--- config.mk ---
export PLATFORM = sky130hd
export DESIGN_NAME = mem_initiator
export DESIGN_NICKNAME = d
export VERILOG_FILES = /design/src/rtl/mem_initiator.sv
export SDC_FILE = /design/constraint.sdc
export NUM_CORES = 1
export LEC_CHECK = 0
export ABC_AREA = 1
export CAP_MARGIN = 20
export CORE_AREA = 2 2 71 73
export DETAILED_ROUTE_END_ITERATION = 7
export DIE_AREA = 0 0 73 75
export GPL_TIMING_DRIVEN = 0
export PLACE_DENSITY = 0.77
export SLEW_MARGIN = 20
export SYNTH_ARGS = -nofsm -noshare
export SYNTH_HDL_FRONTEND = slang
export SYNTH_SLANG_ARGS = --single-unit
--- constraint.sdc ---
create_clock -name clk -period 1.5 [get_ports clk]
set_input_delay 0.3 -clock clk [delete_from_list [all_inputs] [get_ports clk]]
set_output_delay 0.3 -clock clk [all_outputs]
set_load 0.02 [all_outputs]
--- src/rtl/mem_initiator.sv ---
`default_nettype none
// ============================================================================
// mem_initiator : burst read/write initiator driving a single-port memory.
// Optional build macro MEM_WR_VERIFY_EN adds a read-back verify after each write.
// Rev 1.0
// ============================================================================
module mem_initiator #(
    parameter int ADDR_W = 5,
    parameter int DATA_W = 8
) (
    input  logic              clk,
    input  logic              rst,
    input  logic              req_valid,
    output logic              req_ready,
    input  logic              req_write,
    input  logic [ADDR_W-1:0] req_addr,
    input  logic [2:0]        req_len,
    input  logic [DATA_W-1:0] wr_data,
    input  logic              wr_valid,
    output logic              wr_ready,
    output logic [DATA_W-1:0] rd_data,
    output logic              rd_valid,
    output logic              done,
    output logic              err,
    output logic              mem_read,
    output logic              mem_write,
    output logic [ADDR_W-1:0] mem_addr,
    output logic [DATA_W-1:0] mem_wdata,
    input  logic [DATA_W-1:0] mem_rdata
);

    typedef enum logic [2:0] {
        IDLE     = 3'd0,
        RD_ISSUE = 3'd1,
        RD_DRAIN = 3'd2,
        WR_BEAT  = 3'd3,
        DONE     = 3'd4
`ifdef MEM_WR_VERIFY_EN
        ,
        VFY_RD   = 3'd5,
        VFY_CMP  = 3'd6
`endif
    } state_t;

    state_t              state_q;
    logic [2:0]          len_q;
    logic [2:0]          idx_q;
    logic [ADDR_W-1:0]   addr_q;
    logic                last_q;
    logic                drain_q;
    logic                rpipe_q;
    logic                req_ready_q;
    logic                wr_ready_q;
    logic                rd_valid_q;
    logic [DATA_W-1:0]   rd_data_q;
    logic                done_q;
    logic                mem_read_q;
    logic                mem_write_q;
    logic [ADDR_W-1:0]   mem_addr_q;
    logic [DATA_W-1:0]   mem_wdata_q;
`ifdef MEM_WR_VERIFY_EN
    logic                cmp_q;
    logic                err_q;
`endif

    logic                accept_d;
    logic                wbeat_d;
    logic [ADDR_W-1:0]   addr_inc_d;

    always_comb begin
        accept_d   = req_valid && req_ready_q;
        wbeat_d    = wr_valid && wr_ready_q;
        addr_inc_d = addr_q + ADDR_W'(1);
    end

    always_ff @(posedge clk) begin
        if (rst) begin
            state_q     <= IDLE;
            len_q       <= '0;
            idx_q       <= '0;
            addr_q      <= '0;
            last_q      <= 1'b0;
            drain_q     <= 1'b0;
            rpipe_q     <= 1'b0;
            req_ready_q <= 1'b1;
            wr_ready_q  <= 1'b0;
            rd_valid_q  <= 1'b0;
            rd_data_q   <= '0;
            done_q      <= 1'b0;
            mem_read_q  <= 1'b0;
            mem_write_q <= 1'b0;
            mem_addr_q  <= '0;
            mem_wdata_q <= '0;
`ifdef MEM_WR_VERIFY_EN
            cmp_q       <= 1'b0;
            err_q       <= 1'b0;
`endif
        end else begin
            mem_read_q  <= 1'b0;
            mem_write_q <= 1'b0;
            done_q      <= 1'b0;
            // Read data returns one cycle after the strobe and is registered once more.
            rpipe_q     <= mem_read_q && (state_q == RD_ISSUE);
            rd_valid_q  <= rpipe_q;
            if (rpipe_q) begin
                rd_data_q <= mem_rdata;
            end

            case (state_q)
                IDLE: begin
                    if (accept_d) begin
                        req_ready_q <= 1'b0;
                        len_q       <= req_len;
                        idx_q       <= '0;
                        last_q      <= 1'b0;
`ifdef MEM_WR_VERIFY_EN
                        err_q       <= 1'b0;
`endif
                        if (req_write) begin
                            state_q    <= WR_BEAT;
                            wr_ready_q <= 1'b1;
                            addr_q     <= req_addr;
                        end else begin
                            state_q    <= RD_ISSUE;
                            mem_read_q <= 1'b1;
                            mem_addr_q <= req_addr;
                            addr_q     <= req_addr + ADDR_W'(1);
                        end
                    end
                end
                RD_ISSUE: begin
                    if (idx_q == len_q) begin
                        state_q <= RD_DRAIN;
                        drain_q <= 1'b0;
                    end else begin
                        mem_read_q <= 1'b1;
                        mem_addr_q <= addr_q;
                        addr_q     <= addr_inc_d;
                        idx_q      <= idx_q + 3'd1;
                    end
                end
                RD_DRAIN: begin
                    if (!drain_q) begin
                        drain_q <= 1'b1;
                        done_q  <= 1'b1;
                    end else begin
                        state_q     <= IDLE;
                        req_ready_q <= 1'b1;
                    end
                end
                WR_BEAT: begin
                    if (wbeat_d) begin
                        mem_write_q <= 1'b1;
                        mem_addr_q  <= addr_q;
                        mem_wdata_q <= wr_data;
                        addr_q      <= addr_inc_d;
                        if (idx_q == len_q) begin
                            wr_ready_q <= 1'b0;
                            last_q     <= 1'b1;
                        end else begin
                            idx_q <= idx_q + 3'd1;
                        end
`ifdef MEM_WR_VERIFY_EN
                        wr_ready_q <= 1'b0;
                        state_q    <= VFY_RD;
`endif
                    end else if (last_q) begin
                        state_q <= DONE;
                        done_q  <= 1'b1;
                    end
                end
`ifdef MEM_WR_VERIFY_EN
                VFY_RD: begin
                    mem_read_q <= 1'b1;
                    cmp_q      <= 1'b0;
                    state_q    <= VFY_CMP;
                end
                VFY_CMP: begin
                    if (!cmp_q) begin
                        cmp_q <= 1'b1;
                    end else begin
                        if (mem_rdata != mem_wdata_q) begin
                            err_q <= 1'b1;
                        end
                        if (last_q) begin
                            state_q <= DONE;
                            done_q  <= 1'b1;
                        end else begin
                            state_q    <= WR_BEAT;
                            wr_ready_q <= 1'b1;
                        end
                    end
                end
`endif
                DONE: begin
                    state_q     <= IDLE;
                    req_ready_q <= 1'b1;
                end
                default: begin
                    state_q     <= IDLE;
                    req_ready_q <= 1'b1;
                end
            endcase
        end
    end

    assign req_ready = req_ready_q;
    assign wr_ready  = wr_ready_q;
    assign rd_valid  = rd_valid_q;
    assign rd_data   = rd_data_q;
    assign done      = done_q;
    assign mem_read  = mem_read_q;
    assign mem_write = mem_write_q;
    assign mem_addr  = mem_addr_q;
    assign mem_wdata = mem_wdata_q;
`ifdef MEM_WR_VERIFY_EN
    assign err       = err_q;
`else
    assign err       = 1'b0;
`endif

endmodule
`default_nettype wire

## After elaboration in Yosys (flattened, before gate mapping)

Cells that the tools add are included.
Widths: inputs -> output; s select.

- Bits in registers: 44
- Bits of input ports: 29
- Output and inout bits: 28

- Add/sub/neg operators: 3
- Equality and inequality tests: 14
- Mux-type cells: 42
- Bitwise operators: 2
- Reductions and logical operators: 19

Operators by type and width:

| operator | count |
|---|---|
| $mux 5 | 8 |
| $pmux 5 s3 | 2 |
| $mux 3 | 8 |
| $ne 2x2->1 const B | 9 |
| $mux 1 | 15 |
| $reduce_and 5->1 | 3 |
| $pmux 3 s4 | 1 |
| $add 5x1->5 const B | 2 |
| $pmux 1 s2 | 5 |
| $pmux 3 s3 | 1 |
| $reduce_and 4->1 | 2 |
| $eq 3x2->1 const B | 2 |
| $reduce_and 2->1 | 3 |
| $reduce_and 3->1 | 2 |
| $reduce_bool 2->1 | 2 |
| $reduce_or 2->1 | 2 |
| $add 3x1->3 const B | 1 |
| $eq 3x1->1 const B | 1 |
| $eq 3x3->1 | 1 |
| $logic_and 1x1->1 | 3 |
| $logic_not 3->1 | 1 |
| $pmux 1 s3 | 1 |
| $reduce_bool 3->1 | 1 |
| $mux 2 | 1 |
| 2 further kinds | 3 |

## Depth between registers and ports, before layout

Gate-level depths: netlist (run 1).

- Depth after elaboration: 4
- Depth in mapped cells: 10
- Gate-level depth less buffers: 10

## Least setup slack after synthesis (run 1)

Ideal clock, no wire load.

- Kind: register -> register
- Start: register wr_ready_q, in the netlist wr_ready
- End: register addr_q[2]
- Data arrival time: 1216 ps
- Data required time: 1390 ps
- Slack: 174 ps
- Cell stages (with the launch flop): 10
- Path buffers: 0
- Period minus slack after synthesis: 1326 ps
- Path through: dfxtp_1 > nand2_1 > nand2_4 > nand2_4 > nor2_4 > nand2_4 > inv_4 > nand2_1 > nand2_1 > nor2_2

- Word-level cells in the longest chain between the ends: 3

RTL lines:

| element | RTL line | text |
|---|---|---|
| start: declaration | 53 | `logic wr_ready_q;` |
| start signal: assignment | 86 | `wr_ready_q <= 1'b0;` |
| start signal: assignment | 121 | `wr_ready_q <= 1'b1;` |
| start signal: assignment | 158 | `wr_ready_q <= 1'b0;` |
| $logic_and 1x1->1 | 72 | `wbeat_d = wr_valid && wr_ready_q;` |
| $ne 2x2->1 (no line) | n/a |  |
| $reduce_and 4->1 (no line) | n/a |  |
| end signal: assignment | 122 | `addr_q <= req_addr;` |
| end signal: assignment | 127 | `addr_q <= req_addr + ADDR_W'(1);` |
| end signal: assignment | 138 | `addr_q <= addr_inc_d;` |
| end: declaration | 48 | `logic [ADDR_W-1:0] addr_q;` |

No other way between the ends.
A chain may end at the register's enable or synchronous reset.

## Worst setup path after layout (run 1)

- Start: input port req_addr[0]
- End: register addr_q[2]

- Word-level cells in the longest chain between the ends: 4

RTL lines:

| element | RTL line | text |
|---|---|---|
| start: declaration | 16 | `input logic [ADDR_W-1:0] req_addr,` |
| $add 5x1->5 | 127 |  |
| $mux 5 | 119 | `if (req_write) begin` |
| $mux 5 | 111 | `if (accept_d) begin` |
| $pmux 5 s3 | 109 | `case (state_q)` |

No other way between the ends. The select of a mux whose other input is x is not followed.

==> flow_summary_export.csv, run 1 <==
group,metric,value,unit
die,die_h,75,um
timing,finClkSkew,0.00565,ns
timing,period_share,93.6,%
layout,fin_nets,406,
power_and_ir_drop,clkPwrFrac,19.0,%
die,start_util,46.5,%
yosys,synth_top_area_share,40.6,%
flow_run,cap_violations,0,
critical_path,critical_path_class,"primary input to flip-flop",
timing,fmax,713,MHz
critical_path,timing.rr.end,"mem_wdata[4]",
critical_path,crit_buf_inv,1,
grt,track_usage,19.1,%
clock_network,clock_path_buffers,2,
timing,drv_slew,0,
grt,grt_max_degree,16,
placement,dpl.hpwl,3710,um
placement,postPlaceCellArea,2780,sq um
layout,antenna_cells,0,
clock_network,tritoncts,"done",
critical_path,r2r_cells,5,
yosys,synth.yosys.seq_area_share,40.6,%
clock_network,cts_buffers,5,
critical_path,critPathLaunch,"req_addr[0]",
yosys,ys_top_cells_by_count,"nand2_1 (64), nor2_1 (64), dfxtp_1 (44), o21ai_0 (32), inv_1 (30)",
timing,whs,0.310,ns
clock_network,ctsHoldBuffers,0,
layout,finalInstanceArea,2910,sq um
layout,syn2layout_area_growth,34.4,%
power_and_ir_drop,total_power,0.00493,W
power_and_ir_drop,p_sw,0.00213,W
yosys,ys_async_sr_fraction,0,%
power_and_ir_drop,ir_drop,1240,uV
worst_hold_path,min_from,"rst",
timing,fin_crit,1.40,ns
drt,drt-total-wl,5090,um
die,fp.dieArea,5480,sq um
drt,ant_nets,0,
yosys,synth.net_count,342,
placement,portBuffers,54,
critical_path,path_cells,"clkdlybuf4s50_1 > ha_1 > nand2_1 > nor2_1 > o21ai_0 > o21ai_1 > nand2_1 > nand2_1 > nor2_2",
critical_path,cpMaxStageDelayCell,"clkdlybuf4s50_1",
clock_network,clk_latency,0.31,ns
clock_network,htreeDepth,2,
layout,drive_gt1_share,13.9,%
die,ios,57,
power_and_ir_drop,pwr_density_cell,1690,nW/um^2
layout,seq_area,885,sq um
power_and_ir_drop,seqPwrFrac,33.5,%
timing,fin_setup_tns,0,ns
yosys,synth_cell_types,33,
outcome,status,"completed",
critical_path,crit_path_frequent_cell,"nand2_1",
die,coreArea,4660,sq um
yosys,synth-seq-cells,44,
drt,drc_errors,0,
die,std_cell_rows,25,
critical_path,endpoint_kind,"flip-flop",
yosys,syn_avg_cell_area,6.99,sq um
drt,dr_total_vias,2102,
yosys,synth-edff-count,0,
timing,finalHoldViolCount,0,
die,chipWidth,73,um
critical_path,start_kind,"primary input",
yosys,synth.top_cells.by_area,"dfxtp_1 (41%), nand2_1 (11%), nor2_1 (11%)",
critical_path,critPathMaxStageDelay,0.56,ns
power_and_ir_drop,p_sw_share,43.2,%
worst_hold_path,hold_class,"primary input to flip-flop",
yosys,ys_warn_count,0,
drt,dr.pass1.iters,4,
timing,rsz0062_at_grt,"yes",
clock_network,clockRootBuffer,"clkbuf_8",
critical_path,crit_family,"buffers and inverters",
yosys,synth_largest_area_cell,"dfxtp_1",
power_and_ir_drop,comb_power_share,47.5,%
worst_hold_path,hold_path_depth,2,
grt,grt_pass1_vias,1814,
clock_network,clkTransAtPathRegs,0.09,ns
worst_hold_path,min_to,"addr_q[4]",
critical_path,cp.required,1.72,ns
grt,grt_antenna_before_repair,0,
timing,setup_viol,0,
critical_path,cp_max_fo,4,
yosys,synth_flop_cell,"dfxtp_1",
layout,fillers,413,
critical_path,rr_startpoint,"state_q[0]",
clock_network,cts.sinks,44,
power_and_ir_drop,internal_power,0.00280,W
power_and_ir_drop,p_leak,1.43,nW
yosys,syn_inst,310,
critical_path,arrival,1.62,ns
layout,multiInputGateArea,1120,sq um
placement,gp_congestion,0.805,
critical_path,r2r_slack,0.11,ns
drt,drt-wirelength-per-cell,11.9,um
grt,grt_pass1_wl,8100,um
yosys,syn_area,2170,sq um
drt,drt_iter0_drc,71,
grt,grt.overflow.total,0,
drt,viasPerCell,4.90,
worst max path at each step:
stage / to / slack, ns / cells past startpoint
6_report: addr_q[2] / 0.1 / 9
5_1_grt: addr_q[0] / -0.02 / 7
4_1_cts: mem_wdata[4] / 0.001 / 5
3_5_place_dp: mem_wdata[4] / -0.27 / 6
2_1_floorplan: addr_q[2] / 0.17 / 9
3_3_place_gp: mem_wdata[4] / -0.26 / 6
what timing repair did:
| action | in CTS | in global routing |
|---|---|---|
| resized for setup | 27 | 15 |
| setup endpoints to repair | 27 | 29 |
| pin swaps | 0 | 1 |
| setup buffers | 0 | 3 |
per-stage QoR:
stage	std cells	utilization, %	worst slack (ns)
3_5_place_dp	418	59.5	-0.273
3_3_place_gp	418	59.5	-0.264
6_report	429	62.5	0.0967
2_1_floorplan	310	-	0.174
5_1_grt	429	62.5	-0.0174
4_1_cts	426	61.3	0.00123
layout by cell type (no fill, tap or decap), types with 2 or more instances in the layout:
master | synthesis | final
nor2_1 | 64 | 61
o21ai_1 | 3 | 3
clkdlybuf4s50_1 | 0 | 26
clkbuf_8 | 1 | 6
ha_1 | 3 | 3
clkbuf_1 | 2 | 2
nor2_4 | 4 | 6
dfxtp_1 | 44 | 41
nand2_2 | 5 | 5
nand2_1 | 64 | 64
nand3_2 | 2 | 2
inv_1 | 30 | 26
o21ai_0 | 32 | 32
dfxtp_2 | 0 | 3
nor2_2 | 2 | 3
a21oi_1 | 14 | 14
xor2_1 | 3 | 3
nand4_1 | 3 | 3
clkinvlp_4 | 0 | 2
inv_2 | 2 | 6
nand3_1 | 12 | 12
dlygate4sd2_1 | 0 | 27
buf_4 | 1 | 4
nand2_4 | 5 | 5
final cells by class:
cell class / count / share of cell area (%)
Sequential cell: 44 / 30.4
Tap cell: 54 / 2.32
Multi-Input combinational cell: 224 / 38.6
Timing Repair Buffer: 57 / 18.3
Inverter: 36 / 4.90
Clock buffer: 5 / 2.36
Clock inverter: 3 / 1.59
Buffer: 6 / 1.55
registers in the layout, indices dropped and copies added (netlist names):
name       cells
rd_valid       1
wr_ready       1
idx_q          3
mem_write      1
mem_wdata      8
len_q          3
state_q        3
last_q         1
drain_q        1
mem_read       1
rpipe_q        1
mem_addr       5
addr_q         5
rd_data        8
req_ready      1
done           1
power groups by stage:
| stage | Sequential (W) | Clock (W) | Combinational [W] |
|---|---|---|---|
| finish | 0.00165 | 0.000936 | 0.00234 |
| global route | 0.00168 | 0.00100 | 0.00266 |
| CTS | 0.00163 | 0.000963 | 0.00229 |
| detailed placement | 0.00166 | 0 | 0.00234 |
| global placement | 0.00165 | 0 | 0.00231 |
| floorplan | 0.00177 | 0 | 0.00159 |
per-layer routing:
layer | track usage (%) | share of wire (%) | up-vias
met3 | 5.09 | 4.4 | 6
met4 | 4.32 | 0.77 | 0
met5 | 0 | 0 | -
met1 | 24.5 | 46 | 940
li1 | - | - | 1113
met2 | 32.2 | 49 | 43
cells by family (layout without fill, tap and decap cells):
| kind of cell | after synthesis | after routing | synth area share, % |
|---|---|---|---|
| other | 1 | 1 | 0.173 |
| flip-flops | 44 | 44 | 40.6 |
| XOR/XNOR | 3 | 3 | 1.21 |
| AND/OR/NAND/NOR | 164 | 164 | 35.0 |
| AO/OA/AOI/OAI | 53 | 53 | 12.8 |
| adder cells (fa/ha/maj) | 3 | 3 | 1.73 |
| buffers and inverters | 42 | 107 | 8.49 |
No activity file was read; power rests on OpenSTA's default activity.
==> inputs of run 2 (changes only) <==
Settings changed: CAP_MARGIN 20 to 0, MAX_ROUTING_LAYER set to met4.
==> flow_summary_export.csv, run 2 (same netlist as run 1, synthesis figures left out) <==
group,metric,value,unit
outcome,status,"completed",
power_and_ir_drop,clkPwrFrac,18.9,%
placement,dpl.hpwl,3710,um
die,start_util,46.5,%
clock_network,clockRootBuffer,"clkbuf_8",
grt,track_usage,19.7,%
clock_network,clk_latency,0.31,ns
power_and_ir_drop,total_power,0.00497,W
critical_path,arrival,1.61,ns
drt,drt-wirelength-per-cell,12.1,um
clock_network,clock_path_buffers,2,
clock_network,ctsHoldBuffers,0,
critical_path,cp.required,1.70,ns
power_and_ir_drop,seqPwrFrac,33.2,%
die,ios,57,
clock_network,clkTransAtPathRegs,0.09,ns
die,die_h,75,um
placement,postPlaceCellArea,2780,sq um
power_and_ir_drop,internal_power,0.00282,W
critical_path,path_cells,"inv_1 > nand3_2 > nor2_4 > a21oi_1 > nand3_1 > o21ai_0 > inv_1",
drt,drt_iter0_drc,73,
layout,final_common_cell,"nand2_1",
layout,syn2layout_area_growth,35.2,%
worst_hold_path,min_to,"addr_q[4]",
timing,finClkSkew,0.00238,ns
power_and_ir_drop,comb_power_share,47.9,%
grt,grt_pass1_vias,1812,
die,std_cell_rows,25,
drt,dr.pass1.iters,4,
timing,finalHoldViolCount,0,
critical_path,r2r_slack,0.09,ns
critical_path,endpoint_kind,"flip-flop",
drt,viasPerCell,4.90,
timing,fin_crit,1.41,ns
placement,place_ws,-0.273,ns
power_and_ir_drop,p_sw,0.00215,W
timing,fin_setup_tns,0,ns
layout,fin_util,62.8,%
layout,final_cell_mix,"nand2_1 (63), nor2_1 (61), dfxtp_1 (41), o21ai_0 (32)",
layout,drive_gt1_share,14.3,%
worst_hold_path,min_from,"rst",
critical_path,cpMaxStageDelayCell,"dfxtp_2",
die,chipWidth,73,um
power_and_ir_drop,ir_drop,1250,uV
placement,portBuffers,54,
placement,gp_congestion,0.817,
critical_path,start_kind,"flip-flop",
timing,drv_slew,0,
clock_network,htreeDepth,2,
layout,finalInstanceArea,2930,sq um
power_and_ir_drop,pwr_density_cell,1700,nW/um^2
layout,antenna_cells,0,
grt,grt_antenna_before_repair,0,
timing,setup_ws,0.0850,ns
grt,grt.overflow.total,0,
timing,setup_viol,0,
grt,grt_max_degree,16,
flow_run,cap_violations,0,
critical_path,rr_startpoint,"state_q[2]",
clock_network,tritoncts,"done",
timing,period_share,94.3,%
drt,ant_nets,0,
worst_hold_path,hold_class,"primary input to flip-flop",
critical_path,critPathMaxStageDelay,0.41,ns
power_and_ir_drop,p_sw_share,43.2,%
drt,drc_errors,0,
clock_network,cts_buffers,5,
power_and_ir_drop,p_leak,1.45,nW
timing,fmax,707,MHz
critical_path,cp_max_fo,7,
die,coreArea,4660,sq um
die,fp.dieArea,5480,sq um
critical_path,critical_path_class,"flip-flop to flip-flop",
clock_network,cts.sinks,44,
drt,drt-total-wl,5200,um
layout,fin_nets,408,
grt,grt_pass1_wl,8110,um
drt,dr_total_vias,2114,
critical_path,timing.rr.end,"state_q[0]",
worst_hold_path,hold_path_depth,2,
critical_path,crit_path_frequent_cell,"inv_1",
critical_path,r2r_cells,7,
run 2: worst max path at each step:
stage                              end  depth (start not counted)       start  slack [ns]
final                       state_q[0]                          7  state_q[2]        0.09
after global routing      mem_wdata[2]                          5  state_q[0]       -0.02
after CTS                 mem_wdata[4]                          5  state_q[0]       0.001
after detailed placement  mem_wdata[4]                          6    wr_valid       -0.27
after global placement    mem_wdata[4]                          6    wr_valid       -0.26
after floorplan              addr_q[2]                          9    wr_ready        0.17
run 2: final cells by class:
cell class | instances | area (sq um)
Tap cell | 54 | 67.6
Multi-Input combinational cell | 224 | 1130
Timing Repair Buffer | 59 | 547
Inverter | 36 | 143
Clock inverter | 3 | 46.3
Sequential cell | 44 | 885
Clock buffer | 5 | 68.8
Buffer | 6 | 45.0
Fill cell | 411 | 1730
run 2: worst max-delay path: cells and delay by family (launching register included):
kind | cells | cell delay (ns)
simple gates | 3 | 0.37
compound gates | 2 | 0.36
buf+inv | 2 | 0.16
flops | 1 | 0.41
run 2: routing by layer:
layer	vias up	track usage (%)	part of all wire (%)
met3	10	5.09	4.8
li1	1113	-	-
met1	938	24.5	46
met2	53	32.2	48
met4	0	4.32	1.3
met5	-	-	0
run 2: power by group through the flow:
stage / logic [W] / registers, W / clock network [W]
final: 0.00238 / 0.00165 / 0.000940
after global routing: 0.00269 / 0.00169 / 0.00100
after CTS: 0.00229 / 0.00163 / 0.000963
after detailed placement: 0.00234 / 0.00166 / 0
after global placement: 0.00231 / 0.00165 / 0
after floorplan: 0.00159 / 0.00177 / 0
run 2: metrics by stage:
step	instances	hold WS [ns]
2_1_floorplan	310	0.435
3_3_place_gp	418	0.430
3_5_place_dp	418	0.431
4_1_cts	426	0.299
5_1_grt	431	0.326
6_report	431	0.314
run 2: repair_timing:
action	4_1_cts	5_1_grt
gates resized for setup	27	15
setup endpoints to repair	27	29
hold endpoints to repair	0	0
pin swaps	0	2
buffers inserted	0	5
